--- src/rtl/mac_dot_sequencer.sv ---
// ---------------------------------------------------------------------------
// mac_dot_sequencer
//   Operand feeder for the MAC multiplier. Buffers (A,B) pairs in a small
//   FIFO, streams them into the MAC as frames of N_TERMS terms, clears the
//   MAC between frames and captures each final dot product into a result
//   register with a valid/ready handshake.
//
// Ports
//   SYS_CLOCK              system clock, rising edge
//   RESET                  asynchronous active-high reset
//   IN_VALID/IN_READY      operand pair handshake (IN_READY = !full)
//   IN_A, IN_B             operand pair
//   MAC_SCLR, MAC_LOAD     MAC control (SCLR dominates LOAD inside the MAC)
//   MAC_A, MAC_B           MAC operands, forced to 0 when MAC_LOAD=0
//   MAC_OUT                MAC accumulator value
//   RES_VALID/RES_READY    result handshake
//   RES_DATA               captured dot product (mod 2^(2*WIDTH))
// ---------------------------------------------------------------------------
module mac_dot_sequencer #(
    parameter int WIDTH   = 3,
    parameter int DEPTH   = 4,
    parameter int N_TERMS = 4
) (
    input  logic               SYS_CLOCK,
    input  logic               RESET,
    input  logic               IN_VALID,
    output logic               IN_READY,
    input  logic [WIDTH-1:0]   IN_A,
    input  logic [WIDTH-1:0]   IN_B,
    output logic               MAC_SCLR,
    output logic               MAC_LOAD,
    output logic [WIDTH-1:0]   MAC_A,
    output logic [WIDTH-1:0]   MAC_B,
    input  logic [2*WIDTH-1:0] MAC_OUT,
    output logic               RES_VALID,
    input  logic               RES_READY,
    output logic [2*WIDTH-1:0] RES_DATA
);

    localparam int AW = $clog2(DEPTH);
    localparam int CW = $clog2(N_TERMS + 1);

    localparam logic [1:0] ST_IDLE  = 2'd0;
    localparam logic [1:0] ST_ACCUM = 2'd1;
    localparam logic [1:0] ST_DRAIN = 2'd2;
    localparam logic [1:0] ST_HOLD  = 2'd3;

    localparam logic [AW:0]   PTR_ONE  = (AW+1)'(1);
    localparam logic [CW-1:0] CNT_ONE  = CW'(1);
    localparam logic [CW-1:0] CNT_LAST = CW'(N_TERMS - 1);

    logic [1:0]         r_state;
    logic [CW-1:0]      r_cnt;
    logic [AW:0]        r_wptr;
    logic [AW:0]        r_rptr;
    logic [2*WIDTH-1:0] r_mem [DEPTH];
    logic               r_res_valid;
    logic [2*WIDTH-1:0] r_res_data;

    logic               w_full;
    logic               w_empty;
    logic               w_push;
    logic               w_pop;
    logic [2*WIDTH-1:0] w_head;

    // Pointers carry one extra wrap bit so full and empty are distinguishable
    // with all DEPTH entries usable.
    assign w_empty = (r_wptr == r_rptr);
    assign w_full  = (r_wptr[AW] != r_rptr[AW]) &&
                     (r_wptr[AW-1:0] == r_rptr[AW-1:0]);
    // Readiness ignores a same-cycle pop: a full FIFO never accepts.
    assign w_push  = IN_VALID && !w_full;
    assign w_pop   = (r_state == ST_ACCUM) && !w_empty;
    assign w_head  = r_mem[r_rptr[AW-1:0]];

    assign IN_READY  = !w_full;
    assign MAC_SCLR  = (r_state == ST_IDLE);
    assign MAC_LOAD  = w_pop;
    assign MAC_A     = w_pop ? w_head[2*WIDTH-1:WIDTH] : '0;
    assign MAC_B     = w_pop ? w_head[WIDTH-1:0]       : '0;
    assign RES_VALID = r_res_valid;
    assign RES_DATA  = r_res_data;

    // Storage needs no reset; occupancy is defined by the pointers alone.
    always_ff @(posedge SYS_CLOCK) begin
        if (w_push) begin
            r_mem[r_wptr[AW-1:0]] <= {IN_A, IN_B};
        end
    end

    always_ff @(posedge SYS_CLOCK or posedge RESET) begin
        if (RESET) begin
            r_wptr <= '0;
            r_rptr <= '0;
        end else begin
            if (w_push) r_wptr <= r_wptr + PTR_ONE;
            if (w_pop)  r_rptr <= r_rptr + PTR_ONE;
        end
    end

    always_ff @(posedge SYS_CLOCK or posedge RESET) begin
        if (RESET) begin
            r_state     <= ST_IDLE;
            r_cnt       <= '0;
            r_res_valid <= 1'b0;
            r_res_data  <= '0;
        end else begin
            case (r_state)
                // MAC is cleared on every edge spent here, so each frame
                // starts from zero.
                ST_IDLE: begin
                    if (!w_empty) r_state <= ST_ACCUM;
                end
                // An empty FIFO is a bubble: no load, count holds.
                ST_ACCUM: begin
                    if (w_pop) begin
                        if (r_cnt == CNT_LAST) begin
                            r_cnt   <= '0;
                            r_state <= ST_DRAIN;
                        end else begin
                            r_cnt <= r_cnt + CNT_ONE;
                        end
                    end
                end
                // MAC_OUT already reflects the last load here.
                ST_DRAIN: begin
                    r_res_data  <= MAC_OUT;
                    r_res_valid <= 1'b1;
                    r_state     <= ST_HOLD;
                end
                ST_HOLD: begin
                    if (RES_READY) begin
                        r_res_valid <= 1'b0;
                        r_state     <= ST_IDLE;
                    end
                end
                default: r_state <= ST_IDLE;
            endcase
        end
    end

endmodule

--- config.mk ---
export PLATFORM = sky130hd
export DESIGN_NAME = mac_dot_sequencer
export DESIGN_NICKNAME = d
export VERILOG_FILES = /design/src/rtl/mac_dot_sequencer.sv
export SDC_FILE = /design/constraint.sdc
export NUM_CORES = 1
export LEC_CHECK = 0
export CORE_MARGIN = 3
export CORE_UTILIZATION = 42
export DETAILED_ROUTE_END_ITERATION = 8
export PLACE_DENSITY_LB_ADDON = 0.1
export REMOVE_ABC_BUFFERS = 1
export SLEW_MARGIN = 20
export SYNTH_ARGS = -nofsm -noshare
export SYNTH_HDL_FRONTEND = slang
export SYNTH_SLANG_ARGS = --single-unit
--- constraint.sdc ---
create_clock -name SYS_CLOCK -period 2.98 [get_ports SYS_CLOCK]
set_input_delay 0.447 -clock SYS_CLOCK [delete_from_list [all_inputs] [get_ports SYS_CLOCK]]
set_output_delay 0.447 -clock SYS_CLOCK [all_outputs]
set_load 0.02 [all_outputs]
==> metrics, run 1 <==
Reg clk slew, reported paths=0.08 ns; Arr. time, crit path=2.36 ns; post-DP HPWL=2300 um; number of global-route vias before repair=1,059; Final Skew=0.00842 ns; GRT busiest layer=met2; clock share of power=14.3%; Worst-Margin Slew=0.685 ns; Mapped Cells=116; DRC Markers=0; CP startpoint kind=flip-flop; Antenna Violating Nets Remaining=0; Final Max Tran Viols=0; Placer Congestion=0.706; normalized max-slew margin=54.3%; crit-path cells=xnor2_4 -> a31oi_4 -> and2_1 -> clkdlybuf4s50_1; Worst IR Drop VDD=0.462 mV; first-pass GRT wire length=5120 um; GRT overflow=0; Post-synth ARST share=42.9%; CP endpoint kind=primary output; Final Util=53.8%; met2 track demand over resource=21.5%; Initial Util=44.1%; switch share=37.2%; post-place instance area=0.00230 mm2; hold crit path type=flip-flop to flip-flop; RSZ-0062 raised after global routing=no; synth top area cells=edfxtp_1, dfrtp_1, ha_1, mux4_1, mux2_2; vias=997; CP max stage delay=0.66 ns; switching power total=0.958 mW; min-delay src=RES_DATA[1]; CP bufs+invs=1; Core Region=0.00444 mm2; layout cells sized above 1=18.5%; Cell Pwr Density=1080 mW/mm2; DR iter-0 viols=31; Yosys top cell area share=36.8%; number of flops mapped to enable cells by yosys=24; buffer type at the clock tree root=clkbuf_8; Synth Register Bits=42; Final min period=2.80 ns; clock latency on the worst-skew pair=0.30 ns; WP data required=2.53 ns; Max Clk Rate=0.357 GHz; CP top delay family=flip-flops; Hold Crit Depth=1; Syn. warnings=0; initial antenna violation count=0; Levels on crit path=4; Final setup viols=0; Tcrit/Tclk final=94.1%; Die Y=74.3 um; GR Util All Layers=13.2%; Setup TNS=0 ns; Pre-Repair DR Iteration Count=3; top_reg_cell synth=edfxtp_1; Worst Path Max Fanout=13; count of cell types in the netlist=27; Power, Total=2.58 mW; CTS Buffer Depth=2; CTS tree=built; Fillers=371; Die W=74.3 um; Ports=32; Setup Crit Path Kind=flip-flop to primary output; DR WL/cell=15.3 um; Inserted Diodes=0; Final Hold Viols=0; MaxCap Viol Count=0; status=finished, final reports clean; Reg2Reg Depth=3; Design Area, Final=0.00239 mm2; CTS HTree Levels=2; fin nets=177; row cnt=24; total CTS buffers=5; crit path from=r_rptr[1]; Clock Sinks=42; post-synth top area cell=edfxtp_1; die area=0.00552 mm2; post-cts hold buffer count=0; Logic pwr share=46.9%; largest net degree at the start of global routing=19; Area Growth Syn to Fin=22.1%; number of port buffers=31; via density per instance=4.91; Crit-path slowest cell=dfrtp_1; Lkg Pwr=0.927 nW; grt met3 use=5.00%; synthesized area per cell=16.9 um2; Seq/Total Area, Yosys=59.8%; cell area after synthesis=0.00196 mm2; reg2reg start=r_rptr[1]; Int Pwr=1.62 mW; met1 Use GR=15.7%; Post-Route WL=3110 um; sequential group share of total power=38.8%
[final timing paths]
check | endpoint | slack (ns)
min | RES_DATA[1] | 0.51
min in group asynchronous | r_wptr[1] | 0.55
max in group asynchronous | r_rptr[0] | 1.95
max reg2reg | r_mem[0][1] | 1.16
max | MAC_B[1] | 0.18
min reg2reg | RES_DATA[1] | 0.51
[layer usage]
metal  routed length, um  part of all wire [%]
met3                 126                   4.1
met4                  59                   1.9
met1                1350                    44
met2                1570                    50
met5                   0                     0
[cells by family after synthesis]
logic type / count (synthesis) / share of synthesized area, %
xor+xnor: 8 / 5.88
compound gates: 9 / 4.60
mux: 17 / 14.1
buf+inv: 13 / 3.64
simple gates: 16 / 4.98
flops: 42 / 59.8
fa+ha+maj: 11 / 7.02
[state kept, by name (all words and copies together), names as in the netlist]
| signal | flops |
|---|---|
| r_cnt | 3 |
| r_wptr | 3 |
| r_rptr | 3 |
| RES_VALID | 1 |
| RES_DATA | 6 |
| r_state | 2 |
| r_mem | 24 |
[cells in the final DEF (no fill, tap or decap), drive strengths merged, types with 3 or more instances in the layout]
| cell | Yosys | routed |
|---|---|---|
| a21oi | 4 | 4 |
| xnor2 | 5 | 5 |
| clkbuf | 1 | 5 |
| and2 | 10 | 10 |
| clkdlybuf4s50 | 0 | 31 |
| mux2 | 10 | 10 |
| inv | 9 | 10 |
| dfrtp | 18 | 18 |
| xor2 | 3 | 3 |
| edfxtp | 24 | 24 |
| ha | 11 | 11 |
| mux4 | 6 | 6 |
[through the flow]
stage               hold WS (ns)  worst slack, ns  std cells
floorplan                  0.386             1.04        112
global placement           0.491            0.405        195
detailed placement         0.499            0.352        195
CTS                        0.518           0.0285        203
global route               0.540           0.0276        203
finish                     0.509            0.176        203
[power by group through the flow]
stage / Combinational, mW / Sequential, mW / Clock (mW)
3_3_place_gp: 1.20 / 1.00 / 0
4_1_cts: 1.23 / 1.01 / 0.384
6_report: 1.21 / 1.00 / 0.370
2_1_floorplan: 0.795 / 1.03 / 0
5_1_grt: 1.31 / 1.03 / 0.412
3_5_place_dp: 1.23 / 1.02 / 0
[repair_timing]
item / in CTS / in global routing
endpoints found under the setup margin: 0 / 6
resized for setup: 0 / 1
setup buffers: 0 / 0
hold endpoints to repair: 0 / 0
[Yosys cell counts, types with 2 or more instances]
master,n
buf_6,3
xnor2_1,2
a31oi_4,2
mux2_2,9
mux4_1,5
edfxtp_1,24
a21oi_1,4
dfrtp_1,18
inv_1,9
and2_1,9
xor2_1,3
xnor2_4,2
nor2_1,2
ha_1,11
[worst register-to-register path, cell delays in order, from the launching register on]
cell and delay [ns]:
dfrtp_1 0.66, xnor2_4 0.18, a31oi_4 0.28, and2_1 0.37
[final cells by class]
type | count | area [um2] | area share, %
clock buffers | 5 | 68.8 | 2.88
clock inverters | 3 | 25.0 | 1.05
multi-input cells | 61 | 717 | 30.0
repair buffers | 31 | 310 | 13.0
well taps | 52 | 65.1 | 2.72
inverters | 9 | 33.8 | 1.41
flip-flops and latches | 42 | 1170 | 49.0
Note: power is estimated with default switching activity, not from simulation.
==> run 2, diff against run 1 <==
--- a/config.mk
+++ b/config.mk
@@ -7,6 +7,7 @@
 export LEC_CHECK = 0
 export CORE_MARGIN = 3
 export CORE_UTILIZATION = 42
+export CTS_CLUSTER_SIZE = 12
 export DETAILED_ROUTE_END_ITERATION = 8
 export PLACE_DENSITY_LB_ADDON = 0.1
 export REMOVE_ABC_BUFFERS = 1
==> constraint.sdc (replaced) <==
create_clock -name SYS_CLOCK -period 2.91 [get_ports SYS_CLOCK]
set_input_delay 0.4365 -clock SYS_CLOCK [delete_from_list [all_inputs] [get_ports SYS_CLOCK]]
set_output_delay 0.4365 -clock SYS_CLOCK [all_outputs]
set_load 0.02 [all_outputs]
==> run 2 against run 1 <==
Compared with the run above: worst hold slack lost 0.0011 ns; critical path depth is the same; first-iteration DRC count grew 39%; clock skew is 0.0029 ns lower; die area stayed put; critical path type unchanged; largest cell class unchanged; largest power group unchanged.
==> metrics, run 2 (synthesized netlist as in run 1, its figures left out) <==
status=finished, final reports clean; CP bufs+invs=1 (unchanged); most frequent cells in the layout=clkdlybuf4s50_1, edfxtp_1, dfrtp_1, ha_1; Placer Congestion=0.706 (unchanged); RSZ-0062 raised after global routing=no; total CTS buffers=5 (unchanged); Fillers=380 (+2.4%); Crit-path slowest cell=clkdlybuf4s50_1; vias=992 (-0.50%); first-pass GRT wire length=5110 um (-0.14%); switching power total=0.962 mW (+0.39%); switch share=36.7% (-0.42 points); Final setup viols=0 (unchanged); Lkg Pwr=0.925 nW (-0.17%); CP endpoint kind=primary output; largest net degree at the start of global routing=19 (unchanged); CTS Buffer Depth=2 (unchanged); Die Y=74.3 um (unchanged); CTS HTree Levels=2 (unchanged); Clock Sinks=42 (unchanged); Die W=74.3 um (unchanged); buffer type at the clock tree root=clkbuf_8; CP max stage delay=0.60 ns (-0.06 ns); sequential group share of total power=39.1% (+0.3 points); number of port buffers=31 (unchanged); clock share of power=13.8% (-0.5 points); Final Skew=0.00556 ns (-0.00287 ns); Worst IR Drop VDD=0.471 mV (+2.0%); fin nets=177 (unchanged); Arr. time, crit path=2.26 ns (-0.10 ns); DRC Markers=0 (unchanged); total area of sequential cells=0.00117 mm2 (+0.11%); CTS tree=built; Final Util=53.8% (-0.056 points); Inserted Diodes=0 (unchanged); Area Growth Syn to Fin=22.0%; number of global-route vias before repair=1,047 (-1.1%); Post-Route WL=3100 um (-0.26%); hold crit path type=flip-flop to flip-flop; Pre-Repair DR Iteration Count=4 (+1); Final min period=2.69 ns; CP top delay family=buffers and inverters; die area=0.00552 mm2 (unchanged); Reg clk slew, reported paths=0.07 ns (about the same); Initial Util=44.1% (unchanged); DR iter-0 viols=43 (+39%); row cnt=24 (unchanged); Worst Path Max Fanout=13 (unchanged); Tcrit/Tclk final=92.6%; Antenna Violating Nets Remaining=0 (unchanged); Setup Crit Path Kind=flip-flop to primary output; Core Region=0.00444 mm2 (unchanged); Cell Pwr Density=1100 mW/mm2 (+1.7%); GR Util All Layers=12.9% (-0.31 points); MaxCap Viol Count=0 (unchanged); DR WL/cell=15.3 um (-0.26%); CP startpoint kind=flip-flop; Setup TNS=0 ns (unchanged); Final Max Tran Viols=0 (unchanged); via density per instance=4.89 (-0.50%); Logic pwr share=47.1% (+0.2 points); clock latency on the worst-skew pair=0.29 ns (about the same); layout cells sized above 1=19.2% (+0.66 points); Worst-Margin Slew=0.695 ns (+0.0100 ns); WP data required=2.47 ns (-0.06 ns); Int Pwr=1.66 mW (+2.2%); GRT overflow=0 (unchanged); most common cell after layout, fill and taps aside=clkdlybuf4s50_1; normalized max-slew margin=53.6% (-0.67 points); post-DP HPWL=2310 um (+0.66%); Final Hold Viols=0 (unchanged); crit-path cells=xnor2_4 -> a31oi_4 -> and2_1 -> clkdlybuf4s50_1; Largest register FFs=24 (unchanged); initial antenna violation count=0 (unchanged); Ports=32 (unchanged); multi-input logic area=717 um2 (unchanged); Max Clk Rate=0.371 GHz
==> run 2: cell count changes in the layout (fill, tap and decap cells not counted), sizes merged <==
cell	delta
clkinv	+1
inv	-1
==> run 2: final cells by class <==
cell class / instances / share of cell area, %
multi-input cells: 61 / 30.0
clock buffers: 5 / 2.88
well taps: 52 / 2.72
repair buffers: 31 / 13.0
inverters: 9 / 1.41
flip-flops and latches: 42 / 49.1
clock inverters: 3 / 0.890
==> run 2: timing repair <==
| item | CTS | global route |
|---|---|---|
| gates resized for setup | 1 | 1 |
| setup buffers | 0 | 0 |
| hold buffers | 0 | 0 |
| endpoints found under the setup margin | 6 | 4 |
==> run 2: worst paths after layout <==
| check | start | cells past startpoint | slack [ns] | to |
|---|---|---|---|---|
| min in group asynchronous | RESET | 2 | 0.55 | r_wptr[1] |
| max in group asynchronous | RESET | 2 | 1.88 | r_rptr[1] |
| worst min-delay path | RES_DATA[1] | 1 | 0.51 | RES_DATA[1] |
| worst min register to register | RES_DATA[1] | 1 | 0.51 | RES_DATA[1] |
| worst max register to register | r_rptr[0] | 3 | 1.18 | r_mem[1][5] |
| worst max-delay path | r_rptr[0] | 4 | 0.22 | MAC_B[1] |
==> run 2: layer usage <==
metal | share of wire [%] | track usage (%)
met1 | 43 | 15.6
met2 | 53 | 21.4
met5 | 0 | 0
met3 | 3.7 | 5.00
met4 | 0.55 | 4.15
==> run 2: power groups by stage <==
stage	combinational [mW]	clock, mW	sequential (mW)
finish	1.23	0.361	1.02
global route	1.35	0.407	1.06
CTS	1.26	0.379	1.03
detailed placement	1.26	0	1.04
global placement	1.22	0	1.03
floorplan	0.814	0	1.06
==> run 2: worst register-to-register path, delay by kind of cell (launching register included) <==
kind	cells	cell delay [ns]
DFF	1	0.53
and+or+nand+nor	1	0.36
xor gates and xnor gates	1	0.23
AOI/OAI and AO/OA	1	0.29
==> run 2: metrics by stage <==
stage          cell area [um2]  hold WS (ns)  power (mW)  setup slack [ns]  std cells
6_report                  2390         0.508        2.62             0.216        203
4_1_cts                   2390         0.517        2.67            0.0671        203
3_3_place_gp              2300         0.491        2.25             0.346        195
5_1_grt                   2390         0.541        2.81            0.0700        203
2_1_floorplan             1920         0.375        1.87             0.979        112
3_5_place_dp              2300         0.499        2.30             0.313        195
==> run 3, diff against run 2 <==
--- a/config.mk
+++ b/config.mk
@@ -11,6 +11,7 @@
 export DETAILED_ROUTE_END_ITERATION = 8
 export PLACE_DENSITY_LB_ADDON = 0.1
 export REMOVE_ABC_BUFFERS = 1
+export SKIP_CTS_REPAIR_TIMING = 1
 export SLEW_MARGIN = 20
 export SYNTH_ARGS = -nofsm -noshare
 export SYNTH_HDL_FRONTEND = slang
==> results of run 3 <==
Final layout, timing and power as in run 2 (identical DEF).
